`config.mk`:
```
export PLATFORM = sky130hd
export DESIGN_NAME = credit_bid_scheduler
export DESIGN_NICKNAME = d
export VERILOG_FILES = /design/src/rtl/credit_bid_scheduler.sv
export SDC_FILE = /design/constraint.sdc
export NUM_CORES = 1
export LEC_CHECK = 0
export ABC_CLOCK_PERIOD_IN_PS = 23000
export BUFFER_PORTS_ARGS = -buffer_cell sky130_fd_sc_hd__buf_2
export CAP_MARGIN = 30
export CORE_ASPECT_RATIO = 1.2
export CORE_MARGIN = 8
export CORE_UTILIZATION = 55
export CTS_CLUSTER_DIAMETER = 40
export CTS_CLUSTER_SIZE = 24
export DETAILED_ROUTE_END_ITERATION = 8
export PLACE_DENSITY = 0.75
export SYNTH_ARGS = -nofsm -noshare
export SYNTH_HDL_FRONTEND = slang
export SYNTH_SLANG_ARGS = --single-unit
```
`constraint.sdc`:
```
create_clock -name clk_i -period 23 [get_ports clk_i]
set_clock_uncertainty 0.15 [all_clocks]
set_input_delay 4.6 -clock clk_i [delete_from_list [all_inputs] [get_ports clk_i]]
set_output_delay 4.6 -clock clk_i [all_outputs]
set_load 0.005 [all_outputs]
```
`src/rtl/credit_bid_scheduler.sv`:
```
// rtl/credit_bid_scheduler.sv - four-way credit bid scheduler with refill and starvation aging
// Optional macro STARVE_PROMOTE_EN: aged eligible bidders outrank bid value in DECIDE.
module credit_bid_scheduler #(
  parameter int COLLECT_CYCLES = 4,
  parameter int HOLD_CYCLES    = 8,
  parameter int REFILL_PERIOD  = 64,
  parameter int REFILL_AMT     = 8,
  parameter int INIT_CREDIT    = 512,
  parameter int STARVE_LIMIT   = 16
) (
  input  logic        clk_i,
  input  logic        rst_i,
  input  logic [3:0]  req_i,
  input  logic [3:0]  bid_0_i,
  input  logic [3:0]  bid_1_i,
  input  logic [3:0]  bid_2_i,
  input  logic [3:0]  bid_3_i,
  input  logic        release_i,
  output logic [3:0]  grant_o,
  output logic        busy_o,
  output logic [39:0] balance_flat_o
);

  localparam int CCW = (COLLECT_CYCLES > 1) ? $clog2(COLLECT_CYCLES) : 1;
  localparam int HCW = (HOLD_CYCLES > 1) ? $clog2(HOLD_CYCLES) : 1;
  localparam int RCW = $clog2(REFILL_PERIOD);

  typedef enum logic [1:0] {
    S_IDLE,
    S_COLLECT,
    S_DECIDE,
    S_GRANT
  } state_t;

  state_t          state_q, state_d;
  logic [CCW-1:0]  coll_cnt_q, coll_cnt_d;
  logic [HCW-1:0]  hold_cnt_q, hold_cnt_d;
  logic [3:0]      grant_q, grant_d;
  logic [3:0]      pend_q, pend_d;
  logic [1:0]      rr_q, rr_d;
  logic [RCW-1:0]  ref_cnt_q, ref_cnt_d;
  logic [3:0]      bid_q [4];
  logic [3:0]      bid_d [4];
  logic [9:0]      bal_q [4];
  logic [9:0]      bal_d [4];
  logic [5:0]      age_q [4];
  logic [5:0]      age_d [4];

  logic [3:0]      bid_in [4];
  logic [3:0]      elig;
  logic            found;
  logic [1:0]      win_idx;
  logic            refill_wrap;

  assign bid_in[0] = bid_0_i;
  assign bid_in[1] = bid_1_i;
  assign bid_in[2] = bid_2_i;
  assign bid_in[3] = bid_3_i;

  assign grant_o = grant_q;
  assign busy_o  = (state_q != S_IDLE);

  // Pack the four balances onto the flat output bus
  always_comb begin
    balance_flat_o = '0;
    for (int i = 0; i < 4; i++) begin
      balance_flat_o[10*i +: 10] = bal_q[i];
    end
  end

  // Pick the winner: scan from rr_q so the first tied bidder in rotation order keeps the lead
  always_comb begin
    logic [1:0] idx;
    logic       better;
`ifdef STARVE_PROMOTE_EN
    logic [3:0] prom;
`endif
    idx     = '0;
    better  = 1'b0;
    found   = 1'b0;
    win_idx = '0;
    for (int i = 0; i < 4; i++) begin
      elig[i] = pend_q[i] && (bal_q[i] >= {6'd0, bid_q[i]});
    end
`ifdef STARVE_PROMOTE_EN
    for (int i = 0; i < 4; i++) begin
      prom[i] = elig[i] && (age_q[i] >= 6'(STARVE_LIMIT));
    end
`endif
    for (int k = 0; k < 4; k++) begin
      idx = rr_q + k[1:0];
`ifdef STARVE_PROMOTE_EN
      if (prom[idx] != prom[win_idx]) begin
        better = prom[idx];
      end else if (prom[idx]) begin
        better = age_q[idx] > age_q[win_idx];
      end else begin
        better = bid_q[idx] > bid_q[win_idx];
      end
`else
      better = bid_q[idx] > bid_q[win_idx];
`endif
      if (elig[idx] && (!found || better)) begin
        found   = 1'b1;
        win_idx = idx;
      end
    end
  end

  // Round sequencing: next state, window/tenure counters and the registered grant
  always_comb begin
    state_d    = state_q;
    coll_cnt_d = coll_cnt_q;
    hold_cnt_d = hold_cnt_q;
    grant_d    = grant_q;
    case (state_q)
      S_IDLE: begin
        grant_d = '0;
        if (|req_i) begin
          state_d    = S_COLLECT;
          coll_cnt_d = '0;
        end
      end
      S_COLLECT: begin
        if (coll_cnt_q == CCW'(COLLECT_CYCLES - 1)) begin
          state_d = S_DECIDE;
        end else begin
          coll_cnt_d = coll_cnt_q + CCW'(1);
        end
      end
      S_DECIDE: begin
        if (found) begin
          state_d    = S_GRANT;
          grant_d    = 4'b0001 << win_idx;
          hold_cnt_d = '0;
        end else begin
          state_d = S_IDLE;
          grant_d = '0;
        end
      end
      S_GRANT: begin
        if (release_i || (hold_cnt_q == HCW'(HOLD_CYCLES - 1))) begin
          state_d = S_IDLE;
          grant_d = '0;
        end else begin
          hold_cnt_d = hold_cnt_q + HCW'(1);
        end
      end
      default: begin
        state_d = S_IDLE;
        grant_d = '0;
      end
    endcase
  end

  // Bookkeeping: bid capture, pend flags, aging, rotation pointer, debit and refill
  always_comb begin
    logic        collect_en;
    logic        decide;
    logic [10:0] sum;
    logic [10:0] debit;
    collect_en  = (state_q == S_IDLE) || (state_q == S_COLLECT);
    decide      = (state_q == S_DECIDE);
    sum         = '0;
    debit       = '0;
    pend_d      = pend_q;
    rr_d        = rr_q;
    refill_wrap = (ref_cnt_q == RCW'(REFILL_PERIOD - 1));
    ref_cnt_d   = refill_wrap ? '0 : ref_cnt_q + RCW'(1);
    if (decide && found) begin
      rr_d = win_idx + 2'd1;
    end
    for (int i = 0; i < 4; i++) begin
      bid_d[i] = bid_q[i];
      age_d[i] = age_q[i];
      if (collect_en && req_i[i]) begin
        pend_d[i] = 1'b1;
        bid_d[i]  = bid_in[i];
      end
      if (decide) begin
        pend_d[i] = 1'b0;
        if (found && (win_idx == i[1:0])) begin
          age_d[i] = '0;
        end else if (pend_q[i]) begin
          age_d[i] = (age_q[i] == 6'd63) ? 6'd63 : age_q[i] + 6'd1;
        end else if (found) begin
          age_d[i] = '0;
        end
      end
      debit = (decide && found && (win_idx == i[1:0])) ? {7'd0, bid_q[i]} : 11'd0;
      sum   = {1'b0, bal_q[i]} - debit + (refill_wrap ? 11'(REFILL_AMT) : 11'd0);
      bal_d[i] = (sum > 11'd1023) ? 10'd1023 : sum[9:0];
    end
  end

  // FSM state register
  always_ff @(posedge clk_i) begin
    if (rst_i) begin
      state_q <= S_IDLE;
    end else begin
      state_q <= state_d;
    end
  end

  // Datapath and counter registers
  always_ff @(posedge clk_i) begin
    if (rst_i) begin
      coll_cnt_q <= '0;
      hold_cnt_q <= '0;
      grant_q    <= '0;
      pend_q     <= '0;
      rr_q       <= '0;
      ref_cnt_q  <= '0;
      for (int i = 0; i < 4; i++) begin
        bid_q[i] <= '0;
        bal_q[i] <= 10'(INIT_CREDIT);
        age_q[i] <= '0;
      end
    end else begin
      coll_cnt_q <= coll_cnt_d;
      hold_cnt_q <= hold_cnt_d;
      grant_q    <= grant_d;
      pend_q     <= pend_d;
      rr_q       <= rr_d;
      ref_cnt_q  <= ref_cnt_d;
      for (int i = 0; i < 4; i++) begin
        bid_q[i] <= bid_d[i];
        bal_q[i] <= bal_d[i];
        age_q[i] <= age_d[i];
      end
    end
  end

endmodule

```
---- Word-level counts from Yosys, hierarchy flattened ----
Memories as Yosys holds them, arrays and structs flattened.
Index checks and enable logic that the tools add are counted.
Widths: inputs -> output; s select.
storage, ports and cells
  latch bits .............................. 0
  register bits after elaboration ......... 23
  bits in writable memories ............... 56
  bits of input ports ..................... 23
  memory bits (read-only) ................. 0
  word-level logic and storage cells ...... 157
  memories kept ........................... 2
memory list
  memory  words  bits a word  read ports  clocked after memory_dff  write ports  line  RTL
  bal_q   4      10           4           0                         4            44    logic [9:0] bal_q [4];
  bid_q   4      4            10          0                         4            42    logic [3:0] bid_q [4];
cells by class
  $lt $le $gt $ge ......................... 15
  divide/modulo/power cells ............... 0
  multiplexer cells ....................... 54
  multiply operators ...................... 0
  shifts and indexed selects .............. 1
  reductions and logical operators ........ 37
  $add $sub $neg .......................... 15
  bitwise operators ....................... 8
  equal/unequal tests ..................... 15
operators with widths
  cell                  count
  $mux 10               8
  $mux 4                15
  $gt 11x10->1 const B  4
  $sub 10x4->11         4
  $ge 10x4->1           4
  $add 11x11->11        3
  $mux 2                10
  $logic_and 1x1->1     16
  $gt 4x4->1            3
  $lt 2x3->1 const B    4
  $ne 2x2->1 const B    6
  $pmux 4 s3            1
  $add 11x4->11         1
  $mux 1                11
  $eq 2x2->1 const B    5
  $reduce_and 3->1      3
  $bmux 1 s2            4
  $or 1x1->1            8
  $pmux 2 s4            1
  $add 2x1->2 const B   3
  $add 6x1->6 const B   1
  $eq 6x6->1 const B    1
  $mux 3                2
  $pmux 3 s2            1
  14 further kinds      26

---- Depth between registers and ports, before layout ----
An unclocked memory read counts as a cell.
  depth after elaboration ................. 28
  mapped depth ............................ 57

---- Worst setup path after synthesis ----
OpenSTA, ideal clock, no wires.
  kind .................................... reg-to-reg
  start point ............................. mem bid_q[2][3]
  end point ............................... mem bal_q[1][0]
  setup slack ............................. 12875 ps
  clock period less this slack ............ 10125 ps
  library setup time ...................... 71 ps
  data arrival time ....................... 9904 ps
  stages on the path, launching flop included .. 55
  path buffers ............................ 1
  required time ........................... 22779 ps
  path through ............................ dfxtp_1 inv_1 ha_1 nand3_1 or2_1 o2111ai_2 nand2_1 o21ai_0 nand2_1 nand2_1 o21ai_0 a222oi_1 ha_1 o21ai_0 a21oi_1 o21ai_0 a2111oi_0 a21oi_1 (+19 left out) a41oi_1 a41oi_1 and2_2 a211oi_1 o31a_1 ha_1 and3_1 fa_1 inv_1 ha_1 a21o_1 a21oi_1 o21bai_1 a21oi_1 o21bai_1 mux2i_1 nand2_1 a21oi_1
RTL lines
  item                line
  start: declaration  42
  end: declaration    44

==> key figures <==
Outcome
  • Status: complete, no violations

Logic synthesis
  • Post-synth EDFFs: 0
  • Synth cell types: slightly above 70
  • Synth warn: 0
  • Compound-Gate Fraction of Synth Area: 0.197
  • Synth area leaders: dfxtp_1 (23%), ha_1 (20%), a21oi_1 (6.6%), nor2_1 (4.4%), inv_1 (4.2%)
  • Syn avg cell area: 8.60 um^2
  • Adder-cell share of the synthesized area: 0.223
  • Post-synth top area share: 0.233
  • Async set or reset register ratio after synthesis: 0
  • Seq/Total Area, Yosys: 0.233
  • Cell count after synthesis: 789
  • Main combinational cell family by area after synthesis: adder cells
  • Mux cell area share after synthesis: 0.0802
  • Syn Nets: between 900 and 1k
  • Synthesized flop and latch total: 79
  • Cell Area, Synth: 6780 um^2
  • Simple logic cell fraction of the synthesized area: 0.160
  • XOR/XNOR share of the synthesized area: 0.0400
  • Dominant cell type by area after synthesis: dfxtp_1
  • Prevailing post-synth register cell: dfxtp_1

Timing
  • # setup viols final: 0
  • Worst slew margin: 0.362
  • Min setup slack post-route: roughly 11 ns
  • Slew Limit Fails: 0
  • RSZ-0062 raised after global routing: no
  • Highest Clock Rate: 82.4 MHz
  • Final worst path period share: 0.527
  • Clock period minus worst slack: between 10 and 15 ns
  • Final hold vios: 0
  • Least-Margin Pin Slew: 0.956 ns
  • Setup TNS: 0 ns

Detailed routing
  • Final WL: 17,800 um
  • DRC Markers: 0
  • Vias per inst: 5.87
  • Detailed Route Iter0 Violations: about 360
  • Final ANT Viol Nets: 0
  • Drt first pass iters: 5
  • Drt wl/cell: about 18 um
  • Vias: a little under 6k

Global route
  • GRT Residual Overflow: 0
  • Global-route wire length before repair: 29,100 um
  • Met1 GRT Util: 0.230
  • Initial antenna violation count: 0
  • Largest net degree at the start of global routing: 77
  • Met3 usage: 0.0390
  • Gr busiest metal: met2
  • GR Util met2: 0.413
  • GRT Util Overall: 0.220
  • Vias in the first global route: 6,091

Clock network
  • # H-tree levels: 3
  • Total CTS buffers: 9
  • Hold-fix buffers, CTS: 0
  • CTS Sinks: a little under 80
  • Post-CTS sizing: 0
  • Clock transition at path regs: 0.07 ns
  • Clock Tree Buf Depth: 2
  • CTS tree: done
  • Postcts setup bufs: 0
  • Root buffer cell: clkbuf_16
  • Clock Latency Late Sink: between 0.3 and 0.4 ns

Setup path
  • CP Capture Type: register
  • Slowest-stage cell, CP: a21oi_1
  • Most used cell, CP: o21ai_0
  • Startpoint types: register
  • CP delay by family, top: compound AO/OA/AOI/OAI gates
  • Buf/Inv on CP: 2
  • Worst Path Arrival: ~12 ns
  • Crit path required time: 23.11 ns
  • Largest stage delay, worst path: approximately 0.76 ns
  • Critical path class: register to register
  • CP Max Fanout: 11

Hold path
  • Hold Path Class: register to register

Floorplanning
  • Core ar.: 12,100 um^2
  • Die Ht: 138 um
  • IO Pins: between 60 and 70
  • Row count: 44
  • Die area: 16,200 um^2
  • Die W: 117 um
  • Starting density of the core: 0.563

Finish
  • Final net count: 980
  • Layout cell share with drive strength beyond 1: 0.136
  • Layout area overhead: 10.6%
  • Fillers: 1,075
  • Antenna fix cells: 0

Pwr
  • Leakage: ~3.4 nW
  • P per Cell Area: 140 nW/um^2
  • Max VDD drop: 95.3 uV

Flow run
  • Max Cap Violations: 0

Placed design
  • Detailed Place HPWL: between 10,000 and 15,000 um
  • Setup Slack @ Placement: 11.00 ns
  • Port Buf Inserts: 67
  • Gpl congestion: 0.938
-- metal layers --
layer  vias up  share of wire
met5         -              0
met4         0          0.041
met3        51          0.045
met2       179           0.52
met1      2788           0.39
li1       2898              -
-- flip-flops by register name, summed over array words and instances, names as in the netlist --
name        cells
rr_q            2
ref_cnt_q       6
pend_q          4
state_q         2
coll_cnt_q      2
bal_q          40
hold_cnt_q      3
grant_o         4
bid_q          16
-- worst paths after layout --
kind	from	end	slack [ns]	depth (start not counted)
setup / recovery	bid_q[2][3]$_SDFFE_PP0P_	bal_q[2][4]$_SDFF_PP0_	10.87	52
hold / removal	ref_cnt_q[0]$_SDFF_PP0_	ref_cnt_q[0]$_SDFF_PP0_	0.31	1
setup reg to reg	bid_q[2][3]$_SDFFE_PP0P_	bal_q[2][4]$_SDFF_PP0_	10.87	52
hold reg to reg	ref_cnt_q[0]$_SDFF_PP0_	ref_cnt_q[0]$_SDFF_PP0_	0.31	1
-- per-stage QoR --
stage / utilization / area [um^2] / power [mW] / cells / hold WS, ns
after floorplan: - / 6780 / 0.723 / 789 / 0.263
after global placement: 0.596 / 7180 / 0.856 / 991 / 0.274
after detailed placement: 0.596 / 7180 / 0.882 / 991 / 0.307
after CTS: 0.622 / 7500 / 1.05 / 1007 / 0.316
after global routing: 0.622 / 7500 / 1.14 / 1007 / 0.336
final: 0.622 / 7500 / 1.05 / 1007 / 0.311
-- logic make-up (layout without fill, tap and decap cells) --
group,Yosys count,after routing
and+or+nand+nor,219,219
AOI/OAI and AO/OA,199,199
adders and majority gates,116,116
buffers and inverters,106,163
DFF,79,79
muxes,39,39
xor gates and xnor gates,31,31
-- cell usage in the layout (no fill, tap or decap), drive strengths merged, types with 11 or more instances in the layout --
| cell type | n |
|---|---|
| nand3 | 20 |
| buf | 71 |
| mux4 | 11 |
| o21ai | 23 |
| nor3b | 12 |
| nand2b | 12 |
| nor2b | 15 |
| inv | 76 |
| xnor2 | 25 |
| ha | 108 |
| dfxtp | 79 |
| a21o | 11 |
| o21bai | 16 |
| nor2 | 80 |
| a21oi | 90 |
| nand2 | 36 |
| mux2i | 25 |
-- cell type report --
| cell class | count | area (um^2) | share of cell area |
|---|---|---|---|
| Clock buffer | 9 | 225 | 0.0300 |
| Clock inverter | 7 | 95.1 | 0.0127 |
| Inverter | 76 | 285 | 0.0380 |
| Multi-Input combinational cell | 604 | 4750 | 0.633 |
| Sequential cell | 79 | 1580 | 0.211 |
| Tap cell | 161 | 201 | 0.0269 |
| Timing Repair Buffer | 71 | 365 | 0.0487 |
-- where the power goes --
part | internal, mW | switching (mW)
sequential | 0.177 | 0.0381
clock | 0.0953 | 0.0620
combinational | 0.302 | 0.373
-- Yosys cell counts (all sizes together), types with 12 or more instances --
cell    number
a21oi       90
clkbuf      26
dfxtp       79
ha         108
inv         75
mux2i       25
nand2       36
nand2b      12
nand3       20
nor2        80
nor2b       15
nor3b       12
o21ai       23
o21bai      16
xnor2       25
Note: power is estimated with default switching activity, not from simulation.
